$ cat config.mk
export PLATFORM = sky130hd
export DESIGN_NAME = param_updown_counter
export DESIGN_NICKNAME = d
export VERILOG_FILES = /design/src/rtl/param_updown_counter.sv
export SDC_FILE = /design/constraint.sdc
export NUM_CORES = 1
export LEC_CHECK = 0
export CAP_MARGIN = 25
export CORE_MARGIN = 2
export CORE_UTILIZATION = 45
export CTS_CLUSTER_DIAMETER = 30
export DETAILED_ROUTE_END_ITERATION = 8
export PLACE_DENSITY = 0.77
export SYNTH_ARGS = -nofsm -noshare
export SYNTH_HDL_FRONTEND = slang
export SYNTH_SLANG_ARGS = --single-unit
$ cat constraint.sdc
create_clock -name clk -period 2.15 [get_ports clk]
set_clock_uncertainty 0.2 [all_clocks]
set_input_delay 0.645 -clock clk [delete_from_list [all_inputs] [get_ports clk]]
set_output_delay 0.645 -clock clk [all_outputs]
set_load 0.03 [all_outputs]
$ cat src/rtl/param_updown_counter.sv
// Up/down counter with programmable modulus, variable step and parallel load.
// Wraps modulo MAX_VAL+1 or clamps at 0/MAX_VAL, with one-cycle over/underflow pulses.
module param_updown_counter #(
  parameter int unsigned WIDTH    = 8,
  parameter int unsigned MAX_VAL  = (1 << WIDTH) - 1,
  parameter bit          SATURATE = 1'b0
) (
  input  logic             clk,
  input  logic             reset,
  input  logic             enable,
  input  logic [1:0]       direction,
  input  logic             load,
  input  logic [WIDTH-1:0] load_value,
  input  logic [WIDTH-1:0] step,
  output logic [WIDTH-1:0] count,
  output logic             at_zero,
  output logic             at_max,
  output logic             overflow,
  output logic             underflow
);

  localparam logic [WIDTH-1:0] MAXV = WIDTH'(MAX_VAL);
  localparam logic [WIDTH:0]   MAXW = (WIDTH+1)'(MAX_VAL);
  localparam logic [WIDTH:0]   MODW = MAXW + 1'b1;

  logic [WIDTH-1:0] count_q, count_d;
  logic             ovf_q, ovf_d;
  logic             unf_q, unf_d;

  logic [WIDTH-1:0] s;
  logic [WIDTH-1:0] ld_val;
  logic [WIDTH:0]   sum;
  logic [WIDTH:0]   up_wrap;
  logic [WIDTH:0]   dn_wrap;
  logic             do_up;
  logic             do_dn;

  assign s      = (step > MAXV) ? MAXV : step;
  assign ld_val = (load_value > MAXV) ? MAXV : load_value;
  assign sum    = {1'b0, count_q} + {1'b0, s};
  assign up_wrap = sum - MODW;
  assign dn_wrap = {1'b0, count_q} + MODW - {1'b0, s};

  // A zero effective step is treated as hold so no flag can fire.
  assign do_up = !load && enable && (direction == 2'b01) && (s != '0);
  assign do_dn = !load && enable && (direction == 2'b11) && (s != '0);

  always_comb begin
    count_d = count_q;
    ovf_d   = 1'b0;
    unf_d   = 1'b0;
    unique case (1'b1)
      load: begin
        count_d = ld_val;
      end
      do_up: begin
        if (sum <= MAXW) begin
          count_d = sum[WIDTH-1:0];
        end else begin
          ovf_d   = 1'b1;
          count_d = SATURATE ? MAXV : up_wrap[WIDTH-1:0];
        end
      end
      do_dn: begin
        if (s <= count_q) begin
          count_d = count_q - s;
        end else begin
          unf_d   = 1'b1;
          count_d = SATURATE ? '0 : dn_wrap[WIDTH-1:0];
        end
      end
      default: begin
        count_d = count_q;
      end
    endcase
  end

  always_ff @(posedge clk) begin
    if (reset) begin
      count_q <= '0;
      ovf_q   <= 1'b0;
      unf_q   <= 1'b0;
    end else begin
      count_q <= count_d;
      ovf_q   <= ovf_d;
      unf_q   <= unf_d;
    end
  end

  assign count     = count_q;
  assign overflow  = ovf_q;
  assign underflow = unf_q;
  assign at_zero   = (count_q == '0);
  assign at_max    = (count_q == MAXV);

endmodule

== Yosys cells after proc, flatten, opt, wreduce, memory -nomap -nowiden ==
Cells that the tools add are included.
Operators by class
  divide/modulo/power cells: 0
  $lt $le $gt $ge: 4
  multiplexer cells: 7
  reductions and logical operators: 11
  $add $sub $neg: 5
  multipliers: 0
  shift operators: 0
  bitwise operators: 2
  equal/unequal tests: 3
Operator list (count)
  $mux W8: 4
  $pmux W8 S3: 1
  $gt A8 B8 Y1 const B: 2
  $sub A8 B8 Y8: 2
  $add A8 B8 Y9: 1
  $le A9 B8 Y1 const B: 1
  $add A8 B1 Y8 const B: 1
  $eq A8 B8 Y1 const B: 1
  $le A8 B8 Y1: 1
  $logic_not A8 Y1: 1
  $reduce_bool A8 Y1: 1
  $sub A8 B1 Y8 const B: 1
  $logic_and A1 B1 Y1: 5
  $reduce_or A2 Y1: 2
  $reduce_bool A3 Y1: 1
  $eq A2 B1 Y1 const B: 1
  $eq A2 B2 Y1 const B: 1
  $mux W1: 2
  $not A1 Y1: 2
  $logic_not A1 Y1: 1
Word-level totals
  bits in latches: 0
  flip-flop bits (word level): 10
  memories kept: 0
  memory bits (writable): 0
  bits in read-only memories: 0
  output and inout port bits: 12
  word-level logic and storage cells: 35
  bits of input ports: 22

== Longest topological paths before layout ==
Gate-level depths: netlist of the first run.
  depth in word-level cells: 6
  gate-level depth with buffers: 9
  mapped depth without buffers: 9

== Worst setup path after synthesis of the first run ==
No wires, ideal clock.
  path type: input-to-reg
  from: input step[3]
  to: register unf_q, in the netlist underflow
  stages on the path: 9
  path slack: -0.208 ns
  data required time: 1.847 ns
  library setup time: 0.103 ns
  arrival: 2.055 ns
  buffers on the path: 1
  cells stage by stage: inv_1 -> ha_1 -> buf_6 -> a21oi_4 -> o21ai_2 -> a31oi_4 -> o21ai_2 -> a21o_1 -> a2111oi_2
Between the ends
  cells in the longest elaborated chain, start to end: 6
  elaborated cells between the ends (all ways): 8
  those cells by class: order compare: 2; mux: 2; bitwise: 1; reduce/logical: 3
RTL lines
  from (decl): line 14  | input logic [WIDTH-1:0] step,
  $gt A8 B8 Y1: line 38  | assign s = (step > MAXV) ? MAXV : step;
  $mux W8 *: line 38
  parallel branches: the longest is 4 deep, another holds $le A8 B8 Y1
  to (signal assigned): line 86  | unf_q <= unf_d;
  to (decl): line 28  | logic unf_q, unf_d;
Every way passes the cells marked *.
A chain may end at the register's enable or synchronous reset.

== Final worst setup path of the first run ==
  from: register count_q[3], in the netlist count[3]
  to: output at_zero
Between the ends
  cells in the longest elaborated chain, start to end: 1
RTL lines
  from (decl): line 26  | logic [WIDTH-1:0] count_q, count_d;
  from (signal assigned): line 84  | count_q <= count_d;
  $logic_not A8 Y1: line 93  | assign at_zero = (count_q == '0);
  to (decl): line 16  | output logic at_zero,
No other way between the ends.

==> results of run 1 <==
==> flip-flops by register name, summed over array words and instances, names as in the netlist <==
register / cells
count: 8
overflow: 1
underflow: 1
==> cells in the final DEF (no fill, tap or decap), types with 3 or more instances in the layout <==
| cell type | synthesis | layout |
|---|---|---|
| a211oi_2 | 1 | 3 |
| a21oi_1 | 8 | 4 |
| a21oi_2 | 2 | 4 |
| a21oi_4 | 1 | 3 |
| buf_2 | 1 | 5 |
| buf_4 | 0 | 55 |
| buf_6 | 4 | 6 |
| clkbuf_4 | 0 | 3 |
| clkdlybuf4s50_1 | 0 | 11 |
| dfxtp_1 | 10 | 4 |
| dfxtp_2 | 0 | 4 |
| dlygate4sd2_1 | 0 | 12 |
| ha_1 | 16 | 7 |
| ha_4 | 0 | 7 |
| inv_1 | 18 | 13 |
| inv_2 | 0 | 5 |
| nand2_1 | 9 | 8 |
| nand2b_1 | 4 | 3 |
| nand3_1 | 5 | 4 |
| nand3b_1 | 3 | 3 |
| nor2_1 | 11 | 8 |
| nor3_1 | 9 | 6 |
| nor3_2 | 0 | 3 |
| nor4_4 | 0 | 3 |
| o21ai_2 | 2 | 3 |
==> metal layers <==
layer	GRT usage, %	share of wire, %	up-vias
met2	58.3	50	102
met4	19.6	4.5	0
li1	-	-	783
met1	38.4	39	847
met5	0	0	-
met3	3.74	6.2	32
==> worst max-delay path, stage by stage (launching register included) <==
cell and delay [ns]:
dfxtp_4 0.35, buf_6 0.11, or4_4 0.52, nor2_4 0.10
buf_6 0.13
==> cell families after synthesis <==
| family | count (synthesis) | synth area share, % |
|---|---|---|
| AO/OA/AOI/OAI | 48 | 30.3 |
| XOR/XNOR | 1 | 0.656 |
| adder cells (fa/ha/maj) | 18 | 18.0 |
| buffers and inverters | 26 | 9.83 |
| flip-flops | 10 | 15.0 |
| multiplexers | 4 | 3.00 |
| AND/OR/NAND/NOR | 56 | 23.2 |
==> per-stage QoR <==
stage / power, mW / setup WS [ns] / std cells
CTS: 1.04 / -0.190 / 280
global route: 1.21 / -0.187 / 281
finish: 1.17 / -0.176 / 281
global placement: 0.755 / -0.831 / 267
floorplan: 0.524 / -0.149 / 163
detailed placement: 0.774 / -0.820 / 267
==> power by group through the flow <==
| stage | logic, mW | registers [mW] | clock network, mW |
|---|---|---|---|
| floorplan | 0.266 | 0.258 | 0 |
| global placement | 0.526 | 0.229 | 0 |
| detailed placement | 0.543 | 0.230 | 0 |
| CTS | 0.632 | 0.227 | 0.176 |
| global route | 0.792 | 0.233 | 0.184 |
| finish | 0.757 | 0.233 | 0.182 |
==> area by class of cell <==
cell class                 count  area [sq um]  share of cell area (%)
multi-input combinational    127          1390                    55.9
timing repair buffer          91           741                    29.8
sequential                    10           213                    8.56
inverter                      18          67.6                    2.72
tap                           31          38.8                    1.56
clock buffer                   4          36.3                    1.46
==> final timing paths <==
check | startpoint | cells past startpoint | endpoint
hold / removal | count[5]$_SDFFE_PP0P_ | 1 | count[5]$_SDFFE_PP0P_
setup / recovery | count[3]$_SDFFE_PP0P_ | 4 | at_zero
hold reg to reg | count[5]$_SDFFE_PP0P_ | 1 | count[5]$_SDFFE_PP0P_
setup reg to reg | count[1]$_SDFFE_PP0P_ | 10 | count[6]$_SDFFE_PP0P_
==> repair_timing <==
item                       in CTS  in global routing
pin swaps                      29                 16
setup endpoints to repair      19                 11
resized for setup              93                 35
buffers inserted                9                  1
==> out/metrics.cfg, run 1 <==
[power_and_ir_drop]
p_clk_share_pct = 15.5
seqPwrFrac_pct = 19.9
peakVddDrop_mv = 0.513
p_per_area_nw_per_um2 = 471
combPwrFrac_pct = 64.6
internal-power_mw = 0.666
switchingPower_mw = 0.505
sw_frac_of_total_pct = 43.1
leakagePower_nw = 1.06

[synth]
synth_top_cell_area_share_pct = 15.0
synth_cells = 163
synth_area_sq_um = 1340
synth_edf_count = 0
ys_top_cells_by_area = dfxtp_1 (15%), ha_1 (15%), inv_1 (5.1%)
ys_seq_area_share_pct = 15.0
async_flop_share_pct = 0
synth_cell_types = 50
synth.largest_area_cell = dfxtp_1
yosysWarnings = 0
synth_fp_nets = 203
synth_seq_cells = 10
synth_most_common_cell = inv_1
synth-main-ff-cell = dfxtp_1
synth_commonest_cells = inv_1 (18), ha_1 (16), nor2_1 (11)
syn_area_per_cell_sq_um = 8.20

[route]
viasPerCell = 6.28
via_count = 1764
routedWlPerCell_microns = 21.5
drc = 0
wl_microns = 6050
dr.first_iter.drc_count = 99
detail-route-antenna-nets = 0
first_pass_iters = 4

[die]
core_area_sq_um = 2780
die_area_sq_um = 3420
die_w_microns = 58.5
ios = 34
rows = 19
die-height_microns = 58.5
initial_utilization_pct = 48.0

[run_status]
violations = setup timing
status = complete, but fails checks

[timing]
period_minus_slack_ns = 2.33
final-setup-viol-count = 6
fin_crit_sh_pct = 108
fin_tns_setup_ns = -0.489
max_slew_margin_pct = 64.6
rsz0062_at_grt = true
worstMarginPinSlew_ns = 0.524
hold_viol_final = 0
fmax_mhz = 430
finalMaxSlewViolations = 0
whs_ns = 0.467
setup_slack_ns = -0.176

[critical_path]
worstPathArrival_ns = 1.48
crit_fanout = 2
crit_type = flip-flop to output pin
rrSetupSlack_ns = -0.11
cp.required_ns = 1.30
cp-end-kind = output pin
start_kind = flip-flop

[global_route]
grt_remaining_overflow = 0
track_usage_pct = 33.2
grt_pass1_vias = 1725
grt_antenna_before_repair = 0
grt_max_degree = 19
grt_pass1_wl_microns = 8350

[clocking]
cts_hold_buf = 0
numCtsBuffers = 3
htree_levels = 1
cts_tree = built
clk_transition_reported_paths_ns = 0.08
clock_path_buffers = 2
root_buffer = clkbuf_4
insertion_delay_ns = 0.29
clock_sink_count = 10

[finish]
drive_above_1_share_pct = 57.6
nets = 291
diodes = 0
num-fill-cells = 123
postLayoutCoreUtil_pct = 89.4
areaGrowthSynthToFinish_pct = 86.0
finalInstanceArea_sq_um = 2490

[placement]
port_buffers = 33
routabilityCongestion = 0.869
place_area_sq_um = 2010
hpwl_microns = 3520

[worst_hold_path]
hp-class = flip-flop to flip-flop

[flow_run]
drv_cap = 0

(Power assumes the default switching activity.)
==> run 2, diff against run 1 <==
--- a/config.mk
+++ b/config.mk
@@ -6,7 +6,7 @@
 export NUM_CORES = 1
 export LEC_CHECK = 0
 export CAP_MARGIN = 25
-export CORE_MARGIN = 2
+export CORE_MARGIN = 1.5
 export CORE_UTILIZATION = 45
 export CTS_CLUSTER_DIAMETER = 30
 export DETAILED_ROUTE_END_ITERATION = 8
==> run 2 against run 1 <==
Effect of this change:
- the run still ends with setup timing left
- final cell count decreased by 0.71%
- die area shrank 3.4%
- wire length up 2.7%
- non-clock buffer count is 2 lower
- hold slack gained 0.0075 ns
- core utilization down 2.2 points
- clock-buffer cell count unchanged
- fmax increased by 0.16%
- register-to-register slack worse by 0.04 ns
- worst setup slack improved by 0.0036 ns
- global-route usage grew 3.1 points
- largest power group unchanged
==> out/metrics.cfg, run 2 (synthesized netlist as in run 1, its figures left out) <==
[clocking]
htree_levels = 1  ; unchanged
clock_path_buffers = 2  ; unchanged
clock_sink_count = 10  ; unchanged
cts_tree = built
insertion_delay_ns = 0.27  ; -0.02 ns
root_buffer = clkbuf_4
cts_hold_buf = 0  ; unchanged
clk_transition_reported_paths_ns = 0.08  ; about the same
numCtsBuffers = 3  ; unchanged

[critical_path]
cp_top_family = simple AND/OR/NAND/NOR gates
cp-end-kind = output pin
worst_r2r_path_depth = 8  ; -2
crit_path_frequent_cell = buf_6
crit_cells = 4  ; unchanged
start_kind = flip-flop
crit_fanout = 3  ; +1
worstPathArrival_ns = 1.48  ; about the same
slowest_delay_ns = 0.52  ; about the same
cp.required_ns = 1.30  ; about the same
critPathBufInv = 2  ; unchanged
crit_slowest_cell = or4_4
crit_type = flip-flop to output pin
crit_path_cell_trace = buf_6, or4_4, nor2_4, buf_6

[finish]
areaGrowthSynthToFinish_pct = 81.6
diodes = 0  ; unchanged
layout_common_cells = buf_4 (47), buf_6 (13), inv_1 (12)
final_common_cell = buf_4
drive_above_1_share_pct = 52.8  ; -4.8 points
largest_reg_flops = 8  ; unchanged
num-fill-cells = 154  ; +25%
nets = 289  ; -0.69%

[route]
viasPerCell = 6.41  ; +2.1%
via_count = 1788  ; +1.4%
routedWlPerCell_microns = 22.3  ; +3.4%
wl_microns = 6210  ; +2.7%
dr.first_iter.drc_count = 110  ; +11%
drc = 0  ; unchanged
first_pass_iters = 5  ; +1
detail-route-antenna-nets = 0  ; unchanged

[timing]
final-setup-viol-count = 6  ; unchanged
hold_viol_final = 0  ; unchanged
worstMarginPinSlew_ns = 0.654  ; +0.130 ns
fin_crit_sh_pct = 108  ; -0.17 points
whs_ns = 0.474  ; +0.00750 ns
period_minus_slack_ns = 2.32  ; -0.00361 ns
setup_slack_ns = -0.173  ; +0.00361 ns
finalMaxSlewViolations = 0  ; unchanged
fmax_mhz = 431  ; +0.16%
max_slew_margin_pct = 55.9  ; -8.8 points
rsz0062_at_grt = true

[die]
die_w_microns = 57.5  ; -1.7%
die_area_sq_um = 3310  ; -3.4%
initial_utilization_pct = 48.0  ; unchanged
ios = 34  ; unchanged
core_area_sq_um = 2780  ; unchanged
rows = 19  ; unchanged
die-height_microns = 57.5  ; -1.7%

[global_route]
grt_remaining_overflow = 0  ; unchanged
grt_pass1_wl_microns = 9110  ; +9.2%
grt_pass1_vias = 1806  ; +4.7%
track_usage_pct = 36.2  ; +3.1 points
grt_max_degree = 18  ; -1
grt_antenna_before_repair = 0  ; unchanged

[flow_run]
drv_cap = 0  ; unchanged

[run_status]
status = complete, but fails checks
violations = setup timing

[power_and_ir_drop]
power_mw = 1.13  ; -3.2%
p_per_area_nw_per_um2 = 468  ; -0.76%
peakVddDrop_mv = 0.438  ; -15%
leakagePower_nw = 1.07  ; +0.32%

[placement]
routabilityCongestion = 0.881  ; +1.4%
hpwl_microns = 3430  ; -2.3%
place_ws_ns = -0.845  ; -0.0248 ns
port_buffers = 33  ; unchanged

[worst_hold_path]
hold_depth = 1  ; unchanged
hp-class = flip-flop to flip-flop

==> run 2: cell count changes in the layout (fill, tap and decap cells not counted), sizes merged <==
cell / delta
dlymetal6s2s: +2
buf: -4
clkbuf: +2
dlygate4sd2: -2
==> run 2: what timing repair did <==
action	in CTS	in global routing
buffers inserted	8	4
pin swaps	29	21
setup endpoints to repair	19	11
resized for setup	90	32
==> run 2: final timing paths <==
check	start	to	slack, ns
worst max-delay path	count[1]$_SDFFE_PP0P_	at_zero	-0.17
worst min-delay path	count[5]$_SDFFE_PP0P_	count[5]$_SDFFE_PP0P_	0.47
worst max register to register	count[3]$_SDFFE_PP0P_	count[5]$_SDFFE_PP0P_	-0.15
worst min register to register	count[5]$_SDFFE_PP0P_	count[5]$_SDFFE_PP0P_	0.47
==> run 2: stage by stage <==
stage,setup TNS [ns],instance area [sq um],instances,util [%]
floorplan,-0.636,1350,163,-
global placement,-6.49,1980,264,71.3
detailed placement,-7.11,1980,264,71.3
CTS,-0.535,2310,276,83.2
global route,-0.850,2430,279,87.2
finish,-0.510,2430,279,87.2
==> run 2: cell type report <==
| class | count | area (sq um) | share of cell area [%] |
|---|---|---|---|
| inverter | 18 | 70.1 | 2.89 |
| timing repair buffer | 89 | 762 | 31.4 |
| tap | 31 | 38.8 | 1.60 |
| clock buffer | 4 | 36.3 | 1.50 |
| sequential | 10 | 213 | 8.77 |
| multi-input combinational | 127 | 1310 | 53.8 |
==> run 2: metal layers <==
| layer | wire, microns | GRT usage, % | share of wire (%) | vias up |
|---|---|---|---|---|
| met5 | 0 | 0 | 0 | - |
| met4 | 407 | 18.3 | 6.6 | 0 |
| met3 | 436 | 3.40 | 7.0 | 39 |
| met2 | 3010 | 62.7 | 48 | 128 |
| met1 | 2360 | 44.4 | 38 | 849 |
| li1 | - | - | - | 772 |
==> run 2: where the power goes <==
part           internal, mW  switching (mW)
Sequential            0.203          0.0305
Clock                 0.103          0.0767
Combinational         0.342           0.379
Total                 0.649           0.486
==> run 3, diff against run 2 <==
--- a/config.mk
+++ b/config.mk
@@ -6,7 +6,6 @@
 export NUM_CORES = 1
 export LEC_CHECK = 0
 export CAP_MARGIN = 25
-export CORE_MARGIN = 1.5
 export CORE_UTILIZATION = 45
 export CTS_CLUSTER_DIAMETER = 30
 export DETAILED_ROUTE_END_ITERATION = 8
==> run 3 against run 2 <==
Effect of this change:
- the run still ends with setup timing left
- combinational power rose by 0.8%
- die area fell by 3.4%
- power rose by 1.0%
==> out/metrics.cfg, run 3 (synthesized netlist as in run 1, its figures left out) <==
[run_status]
status = complete, but fails checks
violations = setup timing

[worst_hold_path]
hp-class = flip-flop to flip-flop

[finish]
layout_common_cells = buf_4 (49), inv_1 (13), buf_6 (13)
largest_reg_flops = 8  ; unchanged
stdcell_count = 282  ; +1.1%
drive_above_1_share_pct = 54.2  ; +1.4 points
num-fill-cells = 123  ; -20%
finalInstanceArea_sq_um = 2480  ; +2.3%
diodes = 0  ; unchanged
nets = 292  ; +1.0%
postLayoutCoreUtil_pct = 89.2  ; +2.0 points
areaGrowthSynthToFinish_pct = 85.7
final_common_cell = buf_4

[critical_path]
crit_fanout = 6  ; +3
crit_path_cell_trace = or4_4, nor2_4, buf_6
crit_slowest_cell = or4_4
cp.required_ns = 1.30  ; about the same
worstPathArrival_ns = 1.50  ; +0.02 ns
start_kind = flip-flop
cp-end-kind = output pin
slowest_delay_ns = 0.55  ; +0.03 ns
crit_type = flip-flop to output pin

[global_route]
grt_antenna_before_repair = 0  ; unchanged
grtUsageMet2_pct = 64.4  ; +1.7 points
grt_use_met1_pct = 41.5  ; -2.9 points
grt_pass1_wl_microns = 8980  ; -1.5%
grt_remaining_overflow = 0  ; unchanged
busiest_layer = met2
grt_max_degree = 18  ; unchanged
track_usage_pct = 36.9  ; +0.67 points
gr-usage-met3_pct = 3.46  ; +0.055 points
grt_pass1_vias = 1909  ; +5.7%

[placement]
port_buffers = 33  ; unchanged
dp.cells = 266  ; +0.76%
hpwl_microns = 3470  ; +0.98%
routabilityCongestion = 0.910  ; +3.2%
place_area_sq_um = 2000  ; +0.76%
place_ws_ns = -0.845  ; +0.000293 ns

[timing]
fin_crit_sh_pct = 109  ; +1.2 points
worstMarginPinSlew_ns = 0.417  ; -0.237 ns
hold_viol_final = 0  ; unchanged
finalMaxSlewViolations = 0  ; unchanged
setup_slack_ns = -0.197  ; -0.0248 ns
final-setup-viol-count = 8  ; +2
fmax_mhz = 426  ; -1.1%
period_minus_slack_ns = 2.35  ; +0.0248 ns
rsz0062_at_grt = true
max_slew_margin_pct = 72.0  ; +16 points

[route]
drc = 0  ; unchanged
detail-route-antenna-nets = 0  ; unchanged
routedWlPerCell_microns = 21.8  ; -1.9%
viasPerCell = 6.35  ; -0.90%
wl_microns = 6160  ; -0.87%
first_pass_iters = 4  ; -1
via_count = 1791  ; +0.17%
dr.first_iter.drc_count = 116  ; +5.5%

[die]
initial_utilization_pct = 48.0  ; unchanged
die_area_sq_um = 3190  ; -3.4%
rows = 19  ; unchanged
die-height_microns = 56.5  ; -1.7%
die_w_microns = 56.5  ; -1.7%
ios = 34  ; unchanged
core_area_sq_um = 2780  ; unchanged

[clocking]
insertion_delay_ns = 0.28  ; about the same
clock_sink_count = 10  ; unchanged
clock_path_buffers = 2  ; unchanged
htree_levels = 1  ; unchanged
clk_transition_reported_paths_ns = 0.08  ; about the same
cts_tree = built
root_buffer = clkbuf_4
numCtsBuffers = 3  ; unchanged
cts_hold_buf = 0  ; unchanged

[flow_run]
drv_cap = 0  ; unchanged

[power_and_ir_drop]
p_per_area_nw_per_um2 = 462  ; -1.2%
peakVddDrop_mv = 0.414  ; -5.6%
leakagePower_nw = 1.09  ; +2.0%

[run 3: where the power goes]
part | total [mW] | switching, mW | internal, mW
sequential | 0.237 | 0.0339 | 0.203
combinational | 0.727 | 0.381 | 0.346
clock | 0.182 | 0.0791 | 0.103
total | 1.15 | 0.494 | 0.652
[run 3: stage by stage]
step	power (mW)	hold slack, ns	TNS [ns]
6_report	1.15	0.441	-0.726
5_1_grt	1.19	0.457	-1.18
4_1_cts	1.05	0.532	-0.506
3_5_place_dp	0.772	0.466	-6.86
3_3_place_gp	0.751	0.450	-6.41
2_1_floorplan	0.524	0.515	-0.636
[run 3: cell type report]
class	count	area (sq um)	area share (%)
inverters	18	67.6	2.72
clock buffers	4	36.3	1.46
multi-input cells	127	1340	54.0
well taps	31	38.8	1.56
flip-flops and latches	10	211	8.52
repair buffers	92	788	31.8
[run 3: final timing paths]
kind	startpoint	endpoint	slack (ns)	cells past startpoint
min reg2reg	count[5]$_SDFFE_PP0P_	count[5]$_SDFFE_PP0P_	0.44	1
max	count[2]$_SDFFE_PP0P_	at_zero	-0.20	3
max reg2reg	count[1]$_SDFFE_PP0P_	count[6]$_SDFFE_PP0P_	-0.14	10
min	count[5]$_SDFFE_PP0P_	count[5]$_SDFFE_PP0P_	0.44	1
[run 3: timing repair]
| action | in CTS | in global routing |
|---|---|---|
| pin swaps | 36 | 20 |
| setup endpoints to repair | 19 | 11 |
| resized for setup | 99 | 23 |
| hold endpoints to repair | 0 | 0 |
| buffers inserted | 11 | 4 |
[run 3: critical path, delay by kind of cell, from the launching register on]
kind	cells	cell delay [ns]
AND/OR/NAND/NOR	2	0.66
flip-flops	1	0.43
buffers and inverters	1	0.13
[run 3: metal layers]
metal / up-vias / wire length, microns
li1: 785 / -
met1: 843 / 2380
met2: 123 / 3000
met3: 40 / 421
met4: 0 / 363
met5: - / 0
